===== src/rtl/uart_rx_pkg.sv =====
// Shared definitions for the UART receiver: frame geometry, FSM state encoding, baud divider.
// Parity support in the receiver is enabled by defining UART_RX_PARITY_EN.
package uart_rx_pkg;

   localparam int DATA_BITS = 8;

   typedef enum logic [2:0] {
      IDLE   = 3'd0,
      START  = 3'd1,
      DATA   = 3'd2,
      PARITY = 3'd3,
      STOP   = 3'd4
   } rx_state_t;

   function automatic int calc_baud_cnt(input int clk_freq, input int baud_rate);
      return clk_freq / baud_rate;
   endfunction

endpackage


===== src/rtl/uart_rx_if.sv =====
// Receiver-side bus: serial line in, received byte and status strobes out.
interface uart_rx_if;
   import uart_rx_pkg::*;

   logic                 rx;
   logic [DATA_BITS-1:0] rx_data;
   logic                 rx_valid;
   logic                 rx_busy;
   logic                 frame_err;
   logic                 parity_err;

   modport master (
      input  rx,
      output rx_data, rx_valid, rx_busy, frame_err, parity_err
   );

   modport slave (
      output rx,
      input  rx_data, rx_valid, rx_busy, frame_err, parity_err
   );

endinterface


===== src/rtl/uart_rx_sync.sv =====
// Two-flop synchroniser for the serial line plus one extra flop for falling-edge detection.
module uart_rx_sync (
   input  logic clk,
   input  logic rst,
   input  logic rx,
   output logic rx_s,
   output logic fall
);

   logic sync_1;
   logic sync_2;
   logic sync_d;

   // Preset to idle-high so reset never fabricates a start edge on a quiet line.
   always_ff @(posedge clk) begin
      if (rst) begin
         sync_1 <= 1'b1;
         sync_2 <= 1'b1;
         sync_d <= 1'b1;
      end else begin
         sync_1 <= rx;
         sync_2 <= sync_1;
         sync_d <= sync_2;
      end
   end

   assign rx_s = sync_2;
   assign fall = sync_d & ~sync_2;

endmodule


===== src/rtl/uart_rx.sv =====
// 8N1 UART receiver (8E1 when UART_RX_PARITY_EN is defined); one midpoint sample per bit.
// state  | meaning
// IDLE   | waiting for a synchronised falling edge on rx
// START  | half bit-time wait, start bit re-checked (glitch rejection)
// DATA   | eight data bits sampled LSB first, one per bit-time
// PARITY | even-parity bit sampled (UART_RX_PARITY_EN only)
// STOP   | stop bit sampled, byte or error strobe issued
module uart_rx
   import uart_rx_pkg::*;
#(
   parameter int CLK_FREQ  = 100_000_000,
   parameter int BAUD_RATE = 9600
) (
   input  logic       clk,
   input  logic       rst,
   uart_rx_if.master  bus
);

   localparam int BAUD_CNT = calc_baud_cnt(CLK_FREQ, BAUD_RATE);
   localparam int CNT_W    = $clog2(BAUD_CNT);
   localparam logic [CNT_W-1:0] CNT_LAST = CNT_W'(BAUD_CNT - 1);
   localparam logic [CNT_W-1:0] CNT_HALF = CNT_W'(BAUD_CNT / 2 - 1);
   localparam logic [2:0]       BIT_LAST = 3'(DATA_BITS - 1);

   logic rx_s;
   logic fall;

   uart_rx_sync u_sync (
      .clk  (clk),
      .rst  (rst),
      .rx   (bus.rx),
      .rx_s (rx_s),
      .fall (fall)
   );

   rx_state_t            state;
   rx_state_t            state_nx;
   logic [CNT_W-1:0]     baud_cnt;
   logic [2:0]           bit_cnt;
   logic [DATA_BITS-1:0] shift;
   logic                 half_tick;
   logic                 bit_tick;
   logic                 valid_nx;
   logic                 ferr_nx;
   logic                 perr_nx;
`ifdef UART_RX_PARITY_EN
   logic                 par_bad;
`endif

   assign half_tick = (baud_cnt == CNT_HALF);
   assign bit_tick  = (baud_cnt == CNT_LAST);

   always_ff @(posedge clk) begin
      if (rst) state <= IDLE;
      else     state <= state_nx;
   end

   always_comb begin
      state_nx = state;
      case (state)
         IDLE:  if (fall) state_nx = START;
         START: if (half_tick) state_nx = rx_s ? IDLE : DATA;
         DATA: begin
            if (bit_tick && bit_cnt == BIT_LAST) begin
`ifdef UART_RX_PARITY_EN
               state_nx = PARITY;
`else
               state_nx = STOP;
`endif
            end
         end
`ifdef UART_RX_PARITY_EN
         PARITY: if (bit_tick) state_nx = STOP;
`endif
         STOP:  if (bit_tick) state_nx = IDLE;
         default: state_nx = IDLE;
      endcase
   end

   always_comb begin
      valid_nx = 1'b0;
      ferr_nx  = 1'b0;
      perr_nx  = 1'b0;
      if (state == STOP && bit_tick) begin
         ferr_nx = ~rx_s;
`ifdef UART_RX_PARITY_EN
         perr_nx  = par_bad;
         valid_nx = rx_s & ~par_bad;
`else
         valid_nx = rx_s;
`endif
      end
   end

   assign bus.rx_busy = (state != IDLE);

   always_ff @(posedge clk) begin
      if (rst) begin
         baud_cnt       <= '0;
         bit_cnt        <= '0;
         shift          <= '0;
         bus.rx_data    <= '0;
         bus.rx_valid   <= 1'b0;
         bus.frame_err  <= 1'b0;
         bus.parity_err <= 1'b0;
`ifdef UART_RX_PARITY_EN
         par_bad        <= 1'b0;
`endif
      end else begin
         bus.rx_valid   <= valid_nx;
         bus.frame_err  <= ferr_nx;
         bus.parity_err <= perr_nx;
         if (valid_nx) bus.rx_data <= shift;

         // Counter restarts on every state change so each phase is timed from its own entry.
         if (state == IDLE || state_nx != state || bit_tick) baud_cnt <= '0;
         else                                                  baud_cnt <= baud_cnt + CNT_W'(1);

         if (state == START)                 bit_cnt <= '0;
         else if (state == DATA && bit_tick) bit_cnt <= bit_cnt + 3'd1;

         if (state == DATA && bit_tick) shift <= {rx_s, shift[DATA_BITS-1:1]};
`ifdef UART_RX_PARITY_EN
         if (state == PARITY && bit_tick) par_bad <= (rx_s != ^shift);
`endif
      end
   end

endmodule


===== src/flat_wrapper.sv =====
// flat-port wrapper written by rule: the top's interface ports become plain ports
module uart_rx_flat import uart_rx_pkg::*;
#(
   parameter int CLK_FREQ  = 100_000_000,
   parameter int BAUD_RATE = 9600
)
  (clk, rst, bus_rx, bus_rx_data, bus_rx_valid, bus_rx_busy, bus_frame_err, bus_parity_err);
  uart_rx_if bus_i ();
  input  logic clk;
  input  logic rst;
  input wire logic [$bits(bus_i.rx)-1:0] bus_rx;
  output wire logic [$bits(bus_i.rx_data)-1:0] bus_rx_data;
  output wire logic [$bits(bus_i.rx_valid)-1:0] bus_rx_valid;
  output wire logic [$bits(bus_i.rx_busy)-1:0] bus_rx_busy;
  output wire logic [$bits(bus_i.frame_err)-1:0] bus_frame_err;
  output wire logic [$bits(bus_i.parity_err)-1:0] bus_parity_err;
  assign bus_i.rx = bus_rx;
  assign bus_rx_data = bus_i.rx_data;
  assign bus_rx_valid = bus_i.rx_valid;
  assign bus_rx_busy = bus_i.rx_busy;
  assign bus_frame_err = bus_i.frame_err;
  assign bus_parity_err = bus_i.parity_err;
  uart_rx #(.CLK_FREQ(CLK_FREQ), .BAUD_RATE(BAUD_RATE)) u_core (.clk(clk), .rst(rst), .bus(bus_i));
endmodule

===== config.mk =====
export PLATFORM = sky130hd
export DESIGN_NAME = uart_rx_flat
export DESIGN_NICKNAME = d
export VERILOG_FILES = /design/src/rtl/uart_rx_pkg.sv /design/src/rtl/uart_rx_if.sv /design/src/rtl/uart_rx_sync.sv /design/src/rtl/uart_rx.sv /design/src/flat_wrapper.sv
export SDC_FILE = /design/constraint.sdc
export NUM_CORES = 1
export LEC_CHECK = 0
export ABC_AREA = 1
export CAP_MARGIN = 40
export CORE_ASPECT_RATIO = 1.75
export CORE_MARGIN = 3
export CORE_UTILIZATION = 60
export CTS_CLUSTER_DIAMETER = 30
export DETAILED_ROUTE_END_ITERATION = 7
export DONT_BUFFER_PORTS = 1
export PLACE_DENSITY_LB_ADDON = 0.25
export SLEW_MARGIN = 20
export SYNTH_ARGS = -nofsm -noshare
export SYNTH_HDL_FRONTEND = slang
export SYNTH_SLANG_ARGS = --single-unit

===== constraint.sdc =====
create_clock -name clk -period 4.1 [get_ports clk]
set_input_delay 1.025 -clock clk [delete_from_list [all_inputs] [get_ports clk]]
set_output_delay 1.025 -clock clk [all_outputs]
set_load 0.01 [all_outputs]

* Yosys cells after proc, flatten, opt, wreduce, memory -nomap -nowiden
Index checks and enable logic that the tools add are counted.
** Storage, ports and cells
- Register bits :: 41
- Logic and storage cells :: 39
** Cells by class
- Add/subtract/negate cells :: 2
- Eq/ne operators :: 7
- Muxes and demuxes :: 7
- Bitwise operators :: 3
- Reduce and logical (&&, ||, !) cells :: 10
** Operators by type and width (number)
- adder 14 x 1 -> 14 bit, second input constant :: 1
- equality test 14 x 13 -> 1 bit, second input constant :: 1
- equality test 14 bit, second input constant :: 1
- two-way mux 3 bit :: 4
- case mux 3 bit (4 select lines) :: 1
- equality test 3 bit, second input constant :: 2
- OR reduction 2 bit :: 3
- adder 3 x 1 -> 3 bit, second input constant :: 1
- equality test 3 x 1 -> 1 bit, second input constant :: 1
- equality test 3 x 2 -> 1 bit, second input constant :: 1
- logical AND 1 bit :: 3
- zero test 3 bit :: 1
- inequality test 3 bit :: 1
- nonzero test 3 bit :: 1
- logical OR 1 bit :: 2
- two-way mux 2 bit :: 1
- NOT 1 bit :: 2
- bitwise AND 1 bit :: 1
- two-way mux 1 bit :: 1

* Longest topological paths before layout
- Depth after elaboration :: 8
- Depth in mapped cells :: 11
- Depth with buffers taken out :: 10

* By module
Synthesis repeated with hierarchy kept, for this count alone.
** Second synthesis, totals
- Cells, all modules :: 253
- Area total of the unflattened synthesis :: 1893.1 um^2
** By module, submodules not included
- uart_rx :: times used 1, cells an instance 241, area each 1799.2 um^2, seq. area each 760.7 um^2
- uart_rx_sync :: times used 1, cells an instance 12, area each 93.8 um^2, seq. area each 60.1 um^2

* Worst setup path before layout
OpenSTA, ideal clock, no wires.
- Path type :: input to register
- Start point :: input rst
- End point :: register u_core.shift[6]
- Library setup time :: 0.119 ns
- Data arrival time :: 1.789 ns
- Required time :: 3.981 ns
- Setup slack :: 2.192 ns
- Cell stages on the path :: 5
- Cell sequence :: clkbuf_1 clkinv_1 clkbuf_1 nand2_1 a21oi_1
** RTL lines
- start, declared :: RTL line flat_wrapper.sv:10 : input logic rst;
- end signal, assigned :: RTL line uart_rx.sv:122 : if (state == DATA && bit_tick) shift <= {rx_s, shift[DATA_BITS-1:1]};
- end, declared :: RTL line uart_rx.sv:40 : logic [DATA_BITS-1:0] shift;

* Final worst setup path
- Start point :: register u_core.state[2]
- End point :: output bus_rx_busy
** On the way
- Longest elaborated chain between the ends :: 1
** Ends and longest elaborated chain
- start, declared :: RTL line uart_rx.sv:36 : rx_state_t state;
- start signal, assigned :: RTL line uart_rx.sv:55 : else state <= state_nx;
- nonzero test 3 bit :: RTL line uart_rx.sv:95 : assign bus.rx_busy = (state != IDLE);
- end, declared :: RTL line flat_wrapper.sv:14 : output wire logic [$bits(bus_i.rx_busy)-1:0] bus_rx_busy;
No other way between the ends.

==> results.cfg <==
[global_routing]
grt_antenna_before_repair = 0
grt_first_pass_wirelength_um = 5720
via_count_of_the_first_global_routing_pass = 1417
grt_util_all_layers = 0.2101
maximum_number_of_pins_on_one_net_before_global_route_repair = 19
grt_overflow = 0

[route]
vias = 1472
wire_per_inst_um = 11.14
drt_iter0_markers = 34
drc = 0
drtAntennaViolNets = 0
post_drt_via_cell_ratio = 5.058
drt_pre_antenna_iters = 4
routed_wl_um = 3241

[power_and_ir_drop]
power_frac_comb = 0.025
clock_power_share = 0.378
power.net_switching_mw = 0.1481
sequential_share_of_power = 0.598
p_int_mw = 0.5219
max-vdd-ir-drop_mv = 0.2910
power_per_cell_area_mw_per_mm2 = 349.5
power.static_leakage_nw = 0.7878
power.share.switching = 0.2210

[setup_path]
worstPathBufferInverterCount = 1
timing.critical_path.slowest_stage_cell = dfxtp_1
critical-path-top-delay-family = flip-flops
worst_ep_required_time_ps = 3070
crit_chain = inv_1 > nand3_1
critical_path.max_fanout = 4
critPathCaptureType = primary output
critical_path.reg2reg.startpoint = u_core.baud_cnt[0]$_SDFF_PP0_
criticalPathCategory = reg2out
arrival_ps = 970
cp-startpoint = u_core.state[2]$_SDFF_PP0_
max_stage_delay_ps = 380
start_kind = register

[placed_design]
detailed_place_hpwl_um = 2441
gpl.final_weighted_congestion = 0.8890
port_buffers = 0

[die]
die_y_um = 79.25
std_cell_rows = 26
design.core.area_sq_mm = 0.002928
start_util = 0.6282
die_w_um = 47.86
top_ports = 15
floorplan.die_area_sq_mm = 0.003792

[final_layout]
areaGrowthSynthToFinish_pct = 4.218
ant_diodes = 0
final_layout_size_suffix_gt1_frac = 0.05703
numnets_final = 268

[clock_tree]
number_of_levels_the_h_tree_was_split_into = 2
postCtsSetupBuffers = 0
clk-insertion-delay-late_ps = 290
path_clk_slew_ps = 80
cts_root_buf = clkbuf_8
cts_tree = done
clock_sink_count = 41
cts-resized-gates = 0
cts_made_buffers = 5
clock_path_buffers = 2
ctsHoldBuffers = 0

[timing]
timing_worst_slew_pin_value_ps = 615.0
tns_ps = 0
timing.final.setup_violations = 0
finalCritPeriodShare = 0.4871
finalHoldWorstSlack_ps = 404.2
finalCriticalPeriod_ps = 1997
unrepaired_setup_endpoints_after_global_routing = no
timing.clock.skew_ps = 5.721
fmax_ghz = 0.5007
report.final.slew_viol_count = 0
slew_headroom = 0.5885
finalHoldViolCount = 0

[synthesis]
post_synth_and_or_nand_nor_area_fraction = 0.3170
yosys.area_share.adder = 0.02041
syn_avg_cell_area_sq_um = 7.020
synthesis.area_sq_mm = 0.001839
synth_top_area_frac = 0.4463
synth_top_family_by_area = simple AND/OR/NAND/NOR gates
register_area_share_after_synthesis = 0.4463
synth_cell_types = 24
yosysWarningCount = 0
synth.top_cells.by_area = dfxtp_1 45%, nand2_1 12%, nor2_1 9.8%, inv_1 9.0%, xor2_1 3.8%
synth_nets = 268
yosys.area_share.xor_xnor = 0.05238
synth.ff_latch_count = 41
synth_compound_area_frac = 0.04626
yosys.area.top_type = dfxtp_1
netlist_instances = 262
mux_cell_area_share_after_synthesis = 0

[job]
max_cap_viol_count = 0

[run_status]
run_status = complete, no violations

[hold_path]
hp-start = u_core.u_sync.sync_1$_SDFF_PP1_
hold_path_class = reg2reg
-- per-stage QoR --
| stage | std cells | util | setup WS [ps] | area [sq um] | power [mW] |
|---|---|---|---|---|---|
| floorplan | 262 | - | 2192 | 1839 | 0.4252 |
| global placement | 283 | 0.6252 | 2139 | 1831 | 0.4267 |
| detailed placement | 283 | 0.6252 | 2133 | 1831 | 0.4267 |
| CTS | 291 | 0.6547 | 2085 | 1917 | 0.6789 |
| global route | 291 | 0.6547 | 1943 | 1917 | 0.6933 |
| finish | 291 | 0.6547 | 2103 | 1917 | 0.6699 |
-- cell type report --
class                           instances  area, sq um
Fill cell                             278         1011
Sequential cell                        41        820.8
Clock buffer                            5        68.82
Tap cell                               28        35.03
Clock inverter                          3        17.52
Inverter                               45        168.9
Multi-Input combinational cell        169        805.8
-- final timing paths --
kind                                                 endpoint  cells past startpoint  slack (ps)
worst max register to register   u_core.shift[0]$_SDFFE_PP0P_                      8        2180
worst max-delay path                              bus_rx_busy                      2        2100
worst min register to register  u_core.u_sync.rx_s$_SDFF_PP1_                      1         400
worst min-delay path            u_core.u_sync.rx_s$_SDFF_PP1_                      1         400
-- kinds of logic (layout without fill, tap and decap cells) --
| family | after synthesis | after routing |
|---|---|---|
| AOI/OAI and AO/OA | 17 | 17 |
| xor gates and xnor gates | 11 | 11 |
| and+or+nand+nor | 137 | 137 |
| DFF | 41 | 41 |
| buffers and inverters | 52 | 53 |
| adders and majority gates | 3 | 3 |
| other | 1 | 1 |
-- cells in the mapped netlist --
cell and instances:
clkinv_1 1, buf_6 1, nand3_1 9, buf_2 2
xor2_1 8, nor4_1 1, nor3_4 1, clkbuf_1 2
or2_1 1, nand2_2 1, o21ai_0 5, or2_2 3
nor2_1 48, nand2_1 60, a21oi_1 12, nand3_2 2
nand4_1 3, xnor2_1 3, buf_4 2, ha_1 3
nor3_1 8, dfxtp_1 41, inv_1 44, conb_1 1
-- state kept, by name, summed over array words and instances, names as in the netlist, 3 cells and up --
register / flops
u_core.baud_cnt: 14
u_core.bit_cnt: 3
u_core.bus.rx_data: 8
u_core.shift: 8
u_core.state: 3
-- worst reg2reg max path, delay by kind of cell (launching register included) --
family          cells  cell delay, ps
compound gates      1              50
fa+ha+maj           1             240
flops               1             380
simple gates        6            1150
-- layout by cell type (no fill, tap or decap) --
master	Yosys	routed
nand4_1	3	3
xor2_1	8	8
nor3_4	1	1
a21oi_1	12	12
clkinvlp_4	0	1
or2_2	3	3
clkbuf_8	0	5
nor3_1	8	8
nand3_1	9	9
nor4_1	1	1
o21ai_0	5	5
conb_1	1	1
ha_1	3	3
nor2_1	48	48
clkinv_1	1	1
nand2_1	60	60
clkinv_2	0	2
dfxtp_1	41	41
or2_1	1	1
nand3_2	2	2
xnor2_1	3	3
inv_1	44	44
nand2_2	1	1
-- power groups by stage --
stage | combinational [mW] | clock, mW | sequential (mW)
5_1_grt | 0.0191 | 0.273 | 0.401
6_report | 0.0164 | 0.253 | 0.401
3_3_place_gp | 0.0168 | 0 | 0.410
4_1_cts | 0.0168 | 0.262 | 0.401
3_5_place_dp | 0.0167 | 0 | 0.410
2_1_floorplan | 0.0154 | 0 | 0.410
-- routing by layer --
layer  share of wire  routed length, um  up-vias  track usage
met2            0.58               1872       24       0.3753
met4           0.030                 97        0       0.1267
met1            0.36               1176      659       0.1980
met3           0.029                 95        9      0.04308
li1                -                  -      780            -
met5               0                  0        -            0
(Power assumes the default switching activity.)
